$ cat src/rtl/spi_fsm_controller.sv
// Transaction sequencer for the SPI memory: address phase, R/W decode, data phase, strobes.
// Optional macro SPI_FSM_DEBUG_EN exposes the state register on state_dbg.
//
// state      | meaning
// -----------+------------------------------------------------------------
// GET        | shift in 7-bit address + R/W bit, count SCLK rising edges
// GOT        | latch address (addr_we), branch on rw_bit
// READ_WAIT  | one clk of memory read latency
// READ_LOAD  | parallel-load shift register from memory (sr_we)
// READ_SEND  | drive MISO (miso_bufe) for one data frame
// WRITE_GET  | shift in one data byte from MOSI
// WRITE_MEM  | commit shifted byte to memory (dm_we)
// DONE       | frame finished, wait for chip select release
module spi_fsm_controller #(
  parameter int CNT_BITS   = 4,
  parameter int FRAME_BITS = 8
) (
  input  logic       clk,
  input  logic       reset_n,
  input  logic       cs,
  input  logic       sclk_posedge,
  input  logic       rw_bit,
  output logic       sr_we,
  output logic       dm_we,
  output logic       addr_we,
  output logic       miso_bufe,
  output logic [3:0] state_dbg
);

  typedef enum logic [3:0] {
    S_GET       = 4'd0,
    S_GOT       = 4'd1,
    S_READ_WAIT = 4'd2,
    S_READ_LOAD = 4'd3,
    S_READ_SEND = 4'd4,
    S_WRITE_GET = 4'd5,
    S_WRITE_MEM = 4'd6,
    S_DONE      = 4'd7
  } state_t;

  state_t              state_q, state_d;
  logic [CNT_BITS-1:0] cnt_q, cnt_d;
  logic                sr_we_q, sr_we_d;
  logic                dm_we_q, dm_we_d;
  logic                addr_we_q, addr_we_d;
  logic                miso_bufe_q, miso_bufe_d;
  logic                frame_end;

  // The edge that completes a phase is the one seen while the count is FRAME_BITS-1.
  assign frame_end = sclk_posedge && (cnt_q == CNT_BITS'(FRAME_BITS - 1));

  always_comb begin
    state_d = state_q;
    cnt_d   = cnt_q;
    if (cs) begin
      state_d = S_GET;
      cnt_d   = '0;
    end else begin
      case (state_q)
        S_GET, S_WRITE_GET, S_READ_SEND: begin
          if (frame_end) begin
            cnt_d = '0;
            if (state_q == S_GET)            state_d = S_GOT;
            else if (state_q == S_WRITE_GET) state_d = S_WRITE_MEM;
            else                             state_d = S_DONE;
          end else if (sclk_posedge) begin
            cnt_d = cnt_q + CNT_BITS'(1);
          end
        end
        S_GOT:       state_d = rw_bit ? S_READ_WAIT : S_WRITE_GET;
        S_READ_WAIT: state_d = S_READ_LOAD;
        S_READ_LOAD: state_d = S_READ_SEND;
        S_WRITE_MEM: state_d = S_DONE;
        S_DONE:      state_d = S_DONE;
        default: begin
          state_d = S_GET;
          cnt_d   = '0;
        end
      endcase
    end
  end

  // Outputs are flopped from the next state so they line up with state_q exactly.
  always_comb begin
    sr_we_d     = 1'b0;
    dm_we_d     = 1'b0;
    addr_we_d   = 1'b0;
    miso_bufe_d = 1'b0;
    case (state_d)
      S_GOT:       addr_we_d   = 1'b1;
      S_READ_LOAD: sr_we_d     = 1'b1;
      S_READ_SEND: miso_bufe_d = 1'b1;
      S_WRITE_MEM: dm_we_d     = 1'b1;
      default: ;
    endcase
  end

  always_ff @(posedge clk or negedge reset_n) begin
    if (!reset_n) begin
      state_q     <= S_GET;
      cnt_q       <= '0;
      sr_we_q     <= 1'b0;
      dm_we_q     <= 1'b0;
      addr_we_q   <= 1'b0;
      miso_bufe_q <= 1'b0;
    end else begin
      state_q     <= state_d;
      cnt_q       <= cnt_d;
      sr_we_q     <= sr_we_d;
      dm_we_q     <= dm_we_d;
      addr_we_q   <= addr_we_d;
      miso_bufe_q <= miso_bufe_d;
    end
  end

  assign sr_we     = sr_we_q;
  assign dm_we     = dm_we_q;
  assign addr_we   = addr_we_q;
  assign miso_bufe = miso_bufe_q;

`ifdef SPI_FSM_DEBUG_EN
  assign state_dbg = state_q;
`else
  assign state_dbg = 4'b0000;
`endif

endmodule

$ cat config.mk
export PLATFORM = sky130hd
export DESIGN_NAME = spi_fsm_controller
export DESIGN_NICKNAME = d
export VERILOG_FILES = /design/src/rtl/spi_fsm_controller.sv
export SDC_FILE = /design/constraint.sdc
export NUM_CORES = 1
export LEC_CHECK = 0
export ABC_CLOCK_PERIOD_IN_PS = 3500
export CAP_MARGIN = 40
export CELL_PAD_IN_SITES_DETAIL_PLACEMENT = 0
export CELL_PAD_IN_SITES_GLOBAL_PLACEMENT = 1
export CORE_MARGIN = 10
export CORE_UTILIZATION = 40
export DETAILED_ROUTE_END_ITERATION = 8
export HOLD_SLACK_MARGIN = 0.03
export PLACE_DENSITY = 0.87
export SLEW_MARGIN = 20
export SYNTH_ARGS = -nofsm -noshare
export SYNTH_HDL_FRONTEND = slang
export SYNTH_SLANG_ARGS = --single-unit
$ cat constraint.sdc
create_clock -name clk -period 3.5 [get_ports clk]
set_input_delay 0.525 -clock clk [delete_from_list [all_inputs] [get_ports clk]]
set_output_delay 0.525 -clock clk [all_outputs]
set_load 0.005 [all_outputs]
==> flow_summary_export.csv, run 1 <==
group,metric,value,unit
worst_setup_path,reg2regPathDepth,4,
power,peakVddDrop,0.238,mV
global_routing,grt_pass1_wl,2.11,mm
clocking,cts_htree_levels,1,
placed_design,place_hpwl,893,µm
die,core_area,1510,µm²
sta,period_share,47.5,%
detailed_routing,highest_layer,"met4",
worst_setup_path,crit_end,"cnt_q[0]$_DFFE_PN0P_",
global_routing,grt_pass1_vias,481,
worst_setup_path,endpoint_kind,"register",
synth,syn_area_per_cell,10.3,µm²
synth,syn-cell-area,637,µm²
sta,rsz0062_at_grt,"false",
sta,setup_viol,0,
worst_setup_path,critPathTopFamily,"simple AND/OR/NAND/NOR gates",
layout,fill_cells,136,
flow_run,cap_violations,0,
die,dieArea,3590,µm²
clocking,cts_tree,"built",
synth,synth_warnings,0,
worst_setup_path,cp.depth,4,
global_routing,grt_max_degree,13,
die,die_w,59.9,µm
die,die_h,59.9,µm
synth,async_reset_ff_share,100,%
synth,yosys.area.top_type,"dfrtp_1",
layout,seq_area,300,µm²
layout,num-nets-final,77,
detailed_routing,met1_length,503,µm
worst_setup_path,r2r_slack,1.91,ns
layout,drive_gt1_share,8.57,%
layout,antennaDiodeCount,0,
clocking,cts.clk_slew.worst_paths,0.08,ns
detailed_routing,drt-total-wl,1.18,mm
die,fp-row-count,14,
detailed_routing,ant_nets,0,
synth,synth_cells,62,
worst_setup_path,start_kind,"input pin",
worst_setup_path,path_buf_inv,1,
detailed_routing,dr.pass1.iters,4,
global_routing,antenna_found_initial,0,
detailed_routing,drt_iter0_drc,24,
detailed_routing,vias_per_cell,5.47,
clocking,cts-root-buf,"clkbuf_4",
sta,max_slew_margin,64.5,%
synth,synth.area.top_cells,"dfrtp_1 47%, a21oi_1 4.7%, buf_4 4.7%",
sta,fin_crit,1.66,ns
worst_setup_path,worstPathMaxFanout,5,
clocking,hold_buffers,0,
worst_setup_path,r2r_end,"cnt_q[0]$_DFFE_PN0P_",
sta,hold_viol,0,
layout,layout_commonest_cell,"dfrtp_1",
worst_setup_path,cpPeakStageDelay,0.49,ns
clocking,post_cts_buffers,0,
synth,synth_edf_count,0,
detailed_routing,met2WireLength,542,µm
power,power_density,363,nW/µm²
detailed_routing,drc,0,
worst_setup_path,crit_slowest_cell,"or4_1",
synth,synth-main-ff-cell,"dfrtp_1",
placed_design,globalplace.congestion,0.763,
detailed_routing,vias,470,
sta,slew_violations,0,
synth,synth_top_area_share,47.2,%
clocking,cts_resized,0,
sta,worstMarginPinSlew,0.531,ns
detailed_routing,routedWlPerCell,13.7,µm
sta,tns,0,ns
synth,netlist-cell-type-count,28,
layout,layout_common_cells,"12 x dfrtp_1, 8 x clkdlybuf4s50_1, 6 x a21oi_1",
detailed_routing,wl_met3,103,µm
power,finalPower,0.264,mW
placed_design,io_buffers,8,
clocking,cts_sinks,12,
worst_setup_path,crit_required,3.71,ns
worst_setup_path,crit_start,"sclk_posedge",
synth,yosysSeqAreaShare,47.2,%
clocking,clock_path_buffers,2,
global_routing,grt.total_usage,7.71,%
hold_path,hold_path.class,"input pin to async pin",
power,leakage,0.299,nW
worst_setup_path,path_cells,"clkdlybuf4s50_1, and4b_4, or4_1, a21oi_1",
global_routing,grt_overflow_total,0,
layout,area_growth_syn_to_layout,14.1,%
die,initial_utilization,42.3,%
worst_setup_path,r2r-start,"cnt_q[0]$_DFFE_PN0P_",
clocking,numCtsBuffers,3,
clocking,clock_latency,0.27,ns
layout,multi_input_area,287,µm²
worst_setup_path,crit_arrival,1.87,ns
sta,clock.fmax,602,MHz
worst_setup_path,path_class,"input pin to register",
die,io-pin-count,13,
sta,final.setup_skew,0.0125,ns
synth,synth-seq-cells,12,
run_status,status,"completed",
kinds of logic after synthesis:
group / synth area share (%)
buffers and inverters: 10.2
adder cells (fa/ha/maj): 1.96
other: 0.589
AND/OR/NAND/NOR: 26.5
flip-flops: 47.2
AO/OA/AOI/OAI: 13.6
worst register-to-register path, stage by stage (launching register included):
cell     delay [ns]
dfrtp_1        0.41
ha_1           0.25
and4b_4        0.23
or4_1          0.49
a21oi_1        0.13
state kept, by name (all words and copies together) (netlist names):
| signal | count |
|---|---|
| cnt_q | 4 |
| state_q | 4 |
| sr_we | 1 |
| dm_we | 1 |
| miso_bufe | 1 |
| addr_we | 1 |
where the power goes:
part	internal, mW	leakage, nW	switching [mW]	total [mW]
sequential	0.140	0.165	0.000766	0.141
clock	0.0632	0.0210	0.0448	0.108
combinational	0.00593	0.113	0.00895	0.0149
total	0.209	0.299	0.0545	0.264
cell usage after synthesis (2+ instances only):
library cell / instances
dfrtp_1: 12
a21oi_1: 6
buf_4: 4
nand2b_1: 4
nand4b_1: 3
nor2_1: 3
a31oi_1: 2
and3_1: 2
buf_6: 2
nand3_1: 2
o21ai_0: 2
o21ai_1: 2
o31ai_1: 2
or4_1: 2
area by class of cell:
type	instances	share of cell area, %
Timing Repair Buffer	8	11.0
Tap cell	16	2.75
Multi-Input combinational cell	45	39.4
Sequential cell	12	41.3
Inverter	1	0.516
Clock buffer	4	4.99
stage by stage:
stage          utilization [%]  cell area [µm²]  setup WS, ns  hold slack (ns)  instances
6_report                  48.3              727          1.84            0.588         86
3_3_place_gp              45.8              691          1.59            0.566         82
3_5_place_dp              45.8              691          1.57            0.575         82
4_1_cts                   48.3              727          1.84            0.585         86
2_1_floorplan                -              652          2.00            0.229         66
5_1_grt                   48.3              727          1.79            0.630         86
how the worst min path moves through the flow:
stage	startpoint	to	slack [ns]	cells after the start
final	reset_n	sr_we$_DFF_PN0_	0.59	1
after global routing	reset_n	sr_we$_DFF_PN0_	0.63	1
after CTS	cnt_q[3]$_DFFE_PN0P_	cnt_q[3]$_DFFE_PN0P_	0.59	2
after detailed placement	cnt_q[3]$_DFFE_PN0P_	cnt_q[3]$_DFFE_PN0P_	0.57	2
after global placement	cnt_q[3]$_DFFE_PN0P_	cnt_q[3]$_DFFE_PN0P_	0.57	2
after floorplan	reset_n	addr_we$_DFF_PN0_	0.23	0
layer usage:
metal  GRT usage (%)  vias to the layer above
met1            8.65                      219
met2            11.5                       16
met4            4.81                        0
li1                -                      233
met3            3.60                        2
met5               0                        -
No activity file was read; power rests on OpenSTA's default activity.
==> run 2, diff against run 1 <==
--- a/config.mk
+++ b/config.mk
@@ -5,15 +5,16 @@
 export SDC_FILE = /design/constraint.sdc
 export NUM_CORES = 1
 export LEC_CHECK = 0
-export ABC_CLOCK_PERIOD_IN_PS = 3500
+export ABC_CLOCK_PERIOD_IN_PS = 1500
 export CAP_MARGIN = 40
 export CELL_PAD_IN_SITES_DETAIL_PLACEMENT = 0
 export CELL_PAD_IN_SITES_GLOBAL_PLACEMENT = 1
+export CORE_ASPECT_RATIO = 1.25
 export CORE_MARGIN = 10
-export CORE_UTILIZATION = 40
+export CORE_UTILIZATION = 33
 export DETAILED_ROUTE_END_ITERATION = 8
 export HOLD_SLACK_MARGIN = 0.03
-export PLACE_DENSITY = 0.87
+export PLACE_DENSITY = 0.78
 export SLEW_MARGIN = 20
 export SYNTH_ARGS = -nofsm -noshare
 export SYNTH_HDL_FRONTEND = slang
==> constraint.sdc (replaced) <==
create_clock -name clk -period 1.5 [get_ports clk]
set_input_delay 0.225 -clock clk [delete_from_list [all_inputs] [get_ports clk]]
set_output_delay 0.225 -clock clk [all_outputs]
set_load 0.005 [all_outputs]
==> run 2 against run 1 <==
Against the previous run: critical path depth is the same; via count increased by 13%; total power increased by 140%; sequential share of layout area is 5.5 points lower; sequential cell count is the same; critical path type is now register to register; largest cell class unchanged.
==> flow_summary_export.csv, run 2 (synthesis results as in run 1) <==
group,metric,value,unit
run_status,status,"completed",
detailed_routing,vias,531,
sta,clock.fmax,668,MHz
power,p_sw_share,20.5,%
worst_setup_path,crit_arrival,1.69,ns
worst_setup_path,start_kind,"register",
worst_setup_path,path_class,"register to register",
power,p_sw,0.129,mW
layout,layout_top_registers,"cnt_q x4, state_q x4",
worst_setup_path,endpoint_kind,"register",
power,p_int,0.498,mW
global_routing,grt_overflow_total,0,
layout,layout_common_cells,"14 x buf_4, 12 x dfrtp_1, 8 x clkdlybuf4s50_1",
clocking,numCtsBuffers,3,
global_routing,grt_pass1_vias,576,
layout,final_cells,103,
sta,fin_crit,1.50,ns
layout,drive_gt1_share,25.0,%
worst_setup_path,worstPathMaxFanout,3,
detailed_routing,routedWlPerCell,13.4,µm
power,clock_power_share,39.9,%
die,io-pin-count,13,
placed_design,globalplace.congestion,0.764,
placed_design,place_hpwl,1.10,mm
layout,layout_commonest_cell,"buf_4",
die,initial_utilization,35.2,%
layout,num-nets-final,91,
die,die_w,59.3,µm
layout,antennaDiodeCount,0,
clocking,cts_resized,0,
worst_setup_path,path_cells,"ha_2, and4b_4, or4_1, a21oi_1",
placed_design,place_inst,97,
sta,rsz0062_at_grt,"true",
clocking,clock_path_buffers,2,
sta,setup_viol,0,
worst_setup_path,crit_slowest_cell,"or4_1",
placed_design,io_buffers,8,
worst_setup_path,cpPeakStageDelay,0.49,ns
flow_run,cap_violations,0,
layout,final_area,838,µm²
detailed_routing,dr.pass1.iters,4,
worst_setup_path,crit_required,1.69,ns
worst_setup_path,critPathTopFamily,"simple AND/OR/NAND/NOR gates",
placed_design,placed_cell_area,787,µm²
power,leakage,0.368,nW
power,power_density,748,nW/µm²
detailed_routing,drt-total-wl,1.38,mm
detailed_routing,ant_nets,0,
global_routing,antenna_found_initial,0,
clocking,clock_latency,0.27,ns
clocking,cts.clk_slew.worst_paths,0.07,ns
clocking,cts-root-buf,"clkbuf_4",
sta,slew_violations,0,
clocking,cts_htree_levels,1,
power,pwr-share-comb,7.9,%
hold_path,hold_path.class,"input pin to async pin",
die,core_area,1810,µm²
die,fp-row-count,17,
detailed_routing,drt_iter0_drc,37,
global_routing,grt_max_degree,10,
sta,period_share,99.8,%
clocking,cts_sinks,12,
global_routing,grt.total_usage,7.43,%
layout,area_growth_syn_to_layout,31.6,%
sta,final.setup_skew,0.000327,ns
global_routing,grt_pass1_wl,2.46,mm
die,die_h,69.1,µm
worst_setup_path,path_buf_inv,0,
power,peakVddDrop,0.376,mV
die,dieArea,4100,µm²
layout,fill_cells,166,
power,seqPwrFrac,52.3,%
detailed_routing,vias_per_cell,5.16,
sta,hold_viol,0,
clocking,cts_tree,"built",
detailed_routing,drc,0,
==> run 2: cell type report <==
cell class	instances	area [µm²]	share of cell area (%)
Inverter	1	3.75	0.448
Sequential cell	12	300	35.8
Tap cell	19	23.8	2.84
Clock buffer	4	36.3	4.33
Multi-Input combinational cell	45	289	34.5
Timing Repair Buffer	22	185	22.1
==> run 2: what timing repair did <==
item	CTS	global route
hold buffers	0	0
setup buffers	1	1
pin swaps	1	0
setup endpoints to repair	1	1
==> run 2: worst paths after layout <==
kind                                 startpoint                    to  slack (ns)  cells after the start
setup / recovery           cnt_q[0]$_DFFE_PN0P_  cnt_q[0]$_DFFE_PN0P_       0.003                      4
hold / removal                          reset_n     addr_we$_DFF_PN0_        0.20                      1
setup reg to reg           cnt_q[0]$_DFFE_PN0P_  cnt_q[0]$_DFFE_PN0P_       0.003                      4
hold reg to reg            cnt_q[3]$_DFFE_PN0P_  cnt_q[3]$_DFFE_PN0P_        0.57                      2
max in group asynchronous               reset_n  cnt_q[3]$_DFFE_PN0P_        0.91                      2
min in group clk           cnt_q[3]$_DFFE_PN0P_  cnt_q[3]$_DFFE_PN0P_        0.57                      2
==> run 2: power groups by stage <==
stage | Combinational, mW | Sequential [mW] | Clock [mW]
after floorplan | 0.0222 | 0.334 | 0
after global placement | 0.0466 | 0.334 | 0
after detailed placement | 0.0479 | 0.334 | 0
after CTS | 0.0490 | 0.328 | 0.257
after global routing | 0.0554 | 0.328 | 0.278
final | 0.0492 | 0.328 | 0.250
==> run 2: through the flow <==
step	setup TNS [ns]	hold slack, ns	utilization, %	total power [mW]	setup slack [ns]
after global routing	-0.0480	0.231	46.4	0.661	-0.0480
after global placement	-0.0618	0.489	43.5	0.381	-0.0464
after floorplan	0	-0.0706	-	0.356	0.0368
final	0	0.199	46.4	0.627	0.00350
after CTS	0	0.204	46.0	0.634	0.0000266
after detailed placement	-0.111	0.493	43.5	0.382	-0.0521
==> run 2: routing by layer <==
layer	track usage [%]	vias to the layer above	routed length (µm)
met5	0	-	0
met4	5.34	0	27
met3	1.10	2	57
met2	11.9	9	730
met1	8.43	261	568
li1	-	259	-
==> run 3, diff against run 2 <==
--- a/config.mk
+++ b/config.mk
@@ -5,16 +5,16 @@
 export SDC_FILE = /design/constraint.sdc
 export NUM_CORES = 1
 export LEC_CHECK = 0
-export ABC_CLOCK_PERIOD_IN_PS = 1500
+export ABC_CLOCK_PERIOD_IN_PS = 1600
 export CAP_MARGIN = 40
 export CELL_PAD_IN_SITES_DETAIL_PLACEMENT = 0
 export CELL_PAD_IN_SITES_GLOBAL_PLACEMENT = 1
 export CORE_ASPECT_RATIO = 1.25
 export CORE_MARGIN = 10
-export CORE_UTILIZATION = 33
+export CORE_UTILIZATION = 37
 export DETAILED_ROUTE_END_ITERATION = 8
 export HOLD_SLACK_MARGIN = 0.03
-export PLACE_DENSITY = 0.78
+export PLACE_DENSITY = 0.82
 export SLEW_MARGIN = 20
 export SYNTH_ARGS = -nofsm -noshare
 export SYNTH_HDL_FRONTEND = slang
==> constraint.sdc (replaced) <==
create_clock -name clk -period 1.6 [get_ports clk]
set_input_delay 0.24 -clock clk [delete_from_list [all_inputs] [get_ports clk]]
set_output_delay 0.24 -clock clk [all_outputs]
set_load 0.005 [all_outputs]
==> run 3 against run 2 <==
Against the previous run: non-clock buffer count fell by 6; sequential power fell by 6.4%; clock power shrank 25%; final area is 7.5% lower; via count is 5.6% lower; largest cell class unchanged; highest routed layer unchanged.
==> flow_summary_export.csv, run 3 (synthesis results as in run 1) <==
group,metric,value,unit
placed_design,io_buffers,8,
power,seqPwrFrac,57.2,%
sta,setup_viol,0,
layout,final_cells,95,
die,core_area,1600,µm²
worst_setup_path,path_class,"register to register",
layout,num-nets-final,85,
die,die_w,57.1,µm
detailed_routing,drc,0,
worst_setup_path,endpoint_kind,"register",
placed_design,place_inst,91,
placed_design,place_hpwl,972,µm
layout,layout_top_registers,"cnt_q x4, state_q x4",
detailed_routing,vias_per_cell,5.27,
clocking,cts_resized,0,
detailed_routing,dr.pass1.iters,4,
die,initial_utilization,39.8,%
power,p_sw_share,23.1,%
sta,rsz0062_at_grt,"false",
sta,fin_crit,1.55,ns
power,p_int,0.412,mW
detailed_routing,drt-total-wl,1.34,mm
power,pwr-share-comb,7.8,%
power,peakVddDrop,0.355,mV
layout,layout_common_cells,"12 x dfrtp_1, 8 x clkdlybuf4s50_1, 8 x buf_4",
clocking,cts_tree,"built",
clocking,numCtsBuffers,3,
worst_setup_path,critPathTopFamily,"simple AND/OR/NAND/NOR gates",
flow_run,cap_violations,0,
power,p_sw,0.124,mW
die,die_h,66.4,µm
global_routing,grt.total_usage,8.12,%
layout,final_area,776,µm²
detailed_routing,routedWlPerCell,14.1,µm
worst_setup_path,path_cells,"ha_1, and4b_4, or4_1, a21oi_1",
power,leakage,0.333,nW
worst_setup_path,crit_required,1.80,ns
worst_setup_path,start_kind,"register",
sta,final.setup_skew,0.00324,ns
die,io-pin-count,13,
worst_setup_path,path_buf_inv,0,
worst_setup_path,worstPathMaxFanout,3,
sta,timing.hold.ws,0.313,ns
sta,slew_violations,0,
detailed_routing,drt_iter0_drc,8,
power,power_density,691,nW/µm²
global_routing,antenna_found_initial,0,
placed_design,placed_cell_area,746,µm²
sta,hold_viol,0,
sta,tns,0,ns
run_status,status,"completed",
clocking,clock_path_buffers,2,
detailed_routing,vias,501,
layout,antennaDiodeCount,0,
worst_setup_path,crit_slowest_cell,"or4_1",
clocking,cts-root-buf,"clkbuf_4",
clocking,cts.clk_slew.worst_paths,0.07,ns
global_routing,grt_overflow_total,0,
layout,drive_gt1_share,16.9,%
sta,max_slew_margin,64.1,%
die,fp-row-count,16,
power,finalPower,0.536,mW
die,dieArea,3790,µm²
sta,period_share,97.0,%
detailed_routing,ant_nets,0,
global_routing,grt_max_degree,13,
placed_design,globalplace.congestion,0.854,
clocking,cts_htree_levels,1,
global_routing,grt_pass1_wl,2.50,mm
global_routing,grt_pass1_vias,538,
clocking,clock_latency,0.27,ns
worst_setup_path,crit_arrival,1.75,ns
worst_setup_path,cpPeakStageDelay,0.51,ns
hold_path,hold_path.class,"input pin to async pin",
sta,worstMarginPinSlew,0.537,ns
layout,layout_commonest_cell,"dfrtp_1",
power,clock_power_share,35.0,%
clocking,cts_sinks,12,
sta,clock.fmax,644,MHz
layout,area_growth_syn_to_layout,21.8,%
[run 3: changes by cell type in the layout (fill, tap and decap cells not counted)]
cell      delta
buf_4        -6
clkbuf_8     -1
ha_1         +1
ha_2         -1
[run 3: area by class of cell]
type                            instances  area (µm²)
Tap cell                               18        22.5
Sequential cell                        12         300
Inverter                                1        3.75
Clock buffer                            3        22.5
Multi-Input combinational cell         45         287
Fill cell                             156         826
Timing Repair Buffer                   16         140
[run 3: path summary, 6_finish.rpt]
kind	cells after the start	from	end	slack (ns)
max	4	cnt_q[1]$_DFFE_PN0P_	cnt_q[0]$_DFFE_PN0P_	0.05
min	1	reset_n	state_q[2]$_DFF_PN0_	0.31
max reg2reg	4	cnt_q[1]$_DFFE_PN0P_	cnt_q[0]$_DFFE_PN0P_	0.05
min reg2reg	2	cnt_q[3]$_DFFE_PN0P_	cnt_q[3]$_DFFE_PN0P_	0.59
max in group asynchronous	1	reset_n	cnt_q[1]$_DFFE_PN0P_	0.93
min in group clk	2	cnt_q[3]$_DFFE_PN0P_	cnt_q[3]$_DFFE_PN0P_	0.59
[run 3: layer usage]
| layer | routed length (µm) | GRT usage (%) |
|---|---|---|
| met2 | 631 | 12.6 |
| met5 | 0 | 0 |
| met4 | 39 | 6.18 |
| met1 | 608 | 9.02 |
| met3 | 59 | 2.50 |
[run 3: power groups by stage]
| stage | combinational [mW] | clock, mW | sequential (mW) |
|---|---|---|---|
| after floorplan | 0.0207 | 0 | 0.313 |
| after global placement | 0.0403 | 0 | 0.313 |
| after detailed placement | 0.0405 | 0 | 0.313 |
| after CTS | 0.0410 | 0.192 | 0.307 |
| after global routing | 0.0471 | 0.214 | 0.307 |
| final | 0.0420 | 0.187 | 0.307 |
[run 3: stage by stage]
stage	worst slack (ns)	utilization [%]
3_5_place_dp	-0.0373	46.6
6_report	0.0484	48.4
2_1_floorplan	0.0991	-
3_3_place_gp	0.0101	46.6
4_1_cts	0.0661	48.0
5_1_grt	0.00439	48.4
[run 3: repair_timing]
action                     in CTS  in global routing
setup buffers                   0                  1
setup endpoints to repair       0                  1
hold buffers                    0                  0
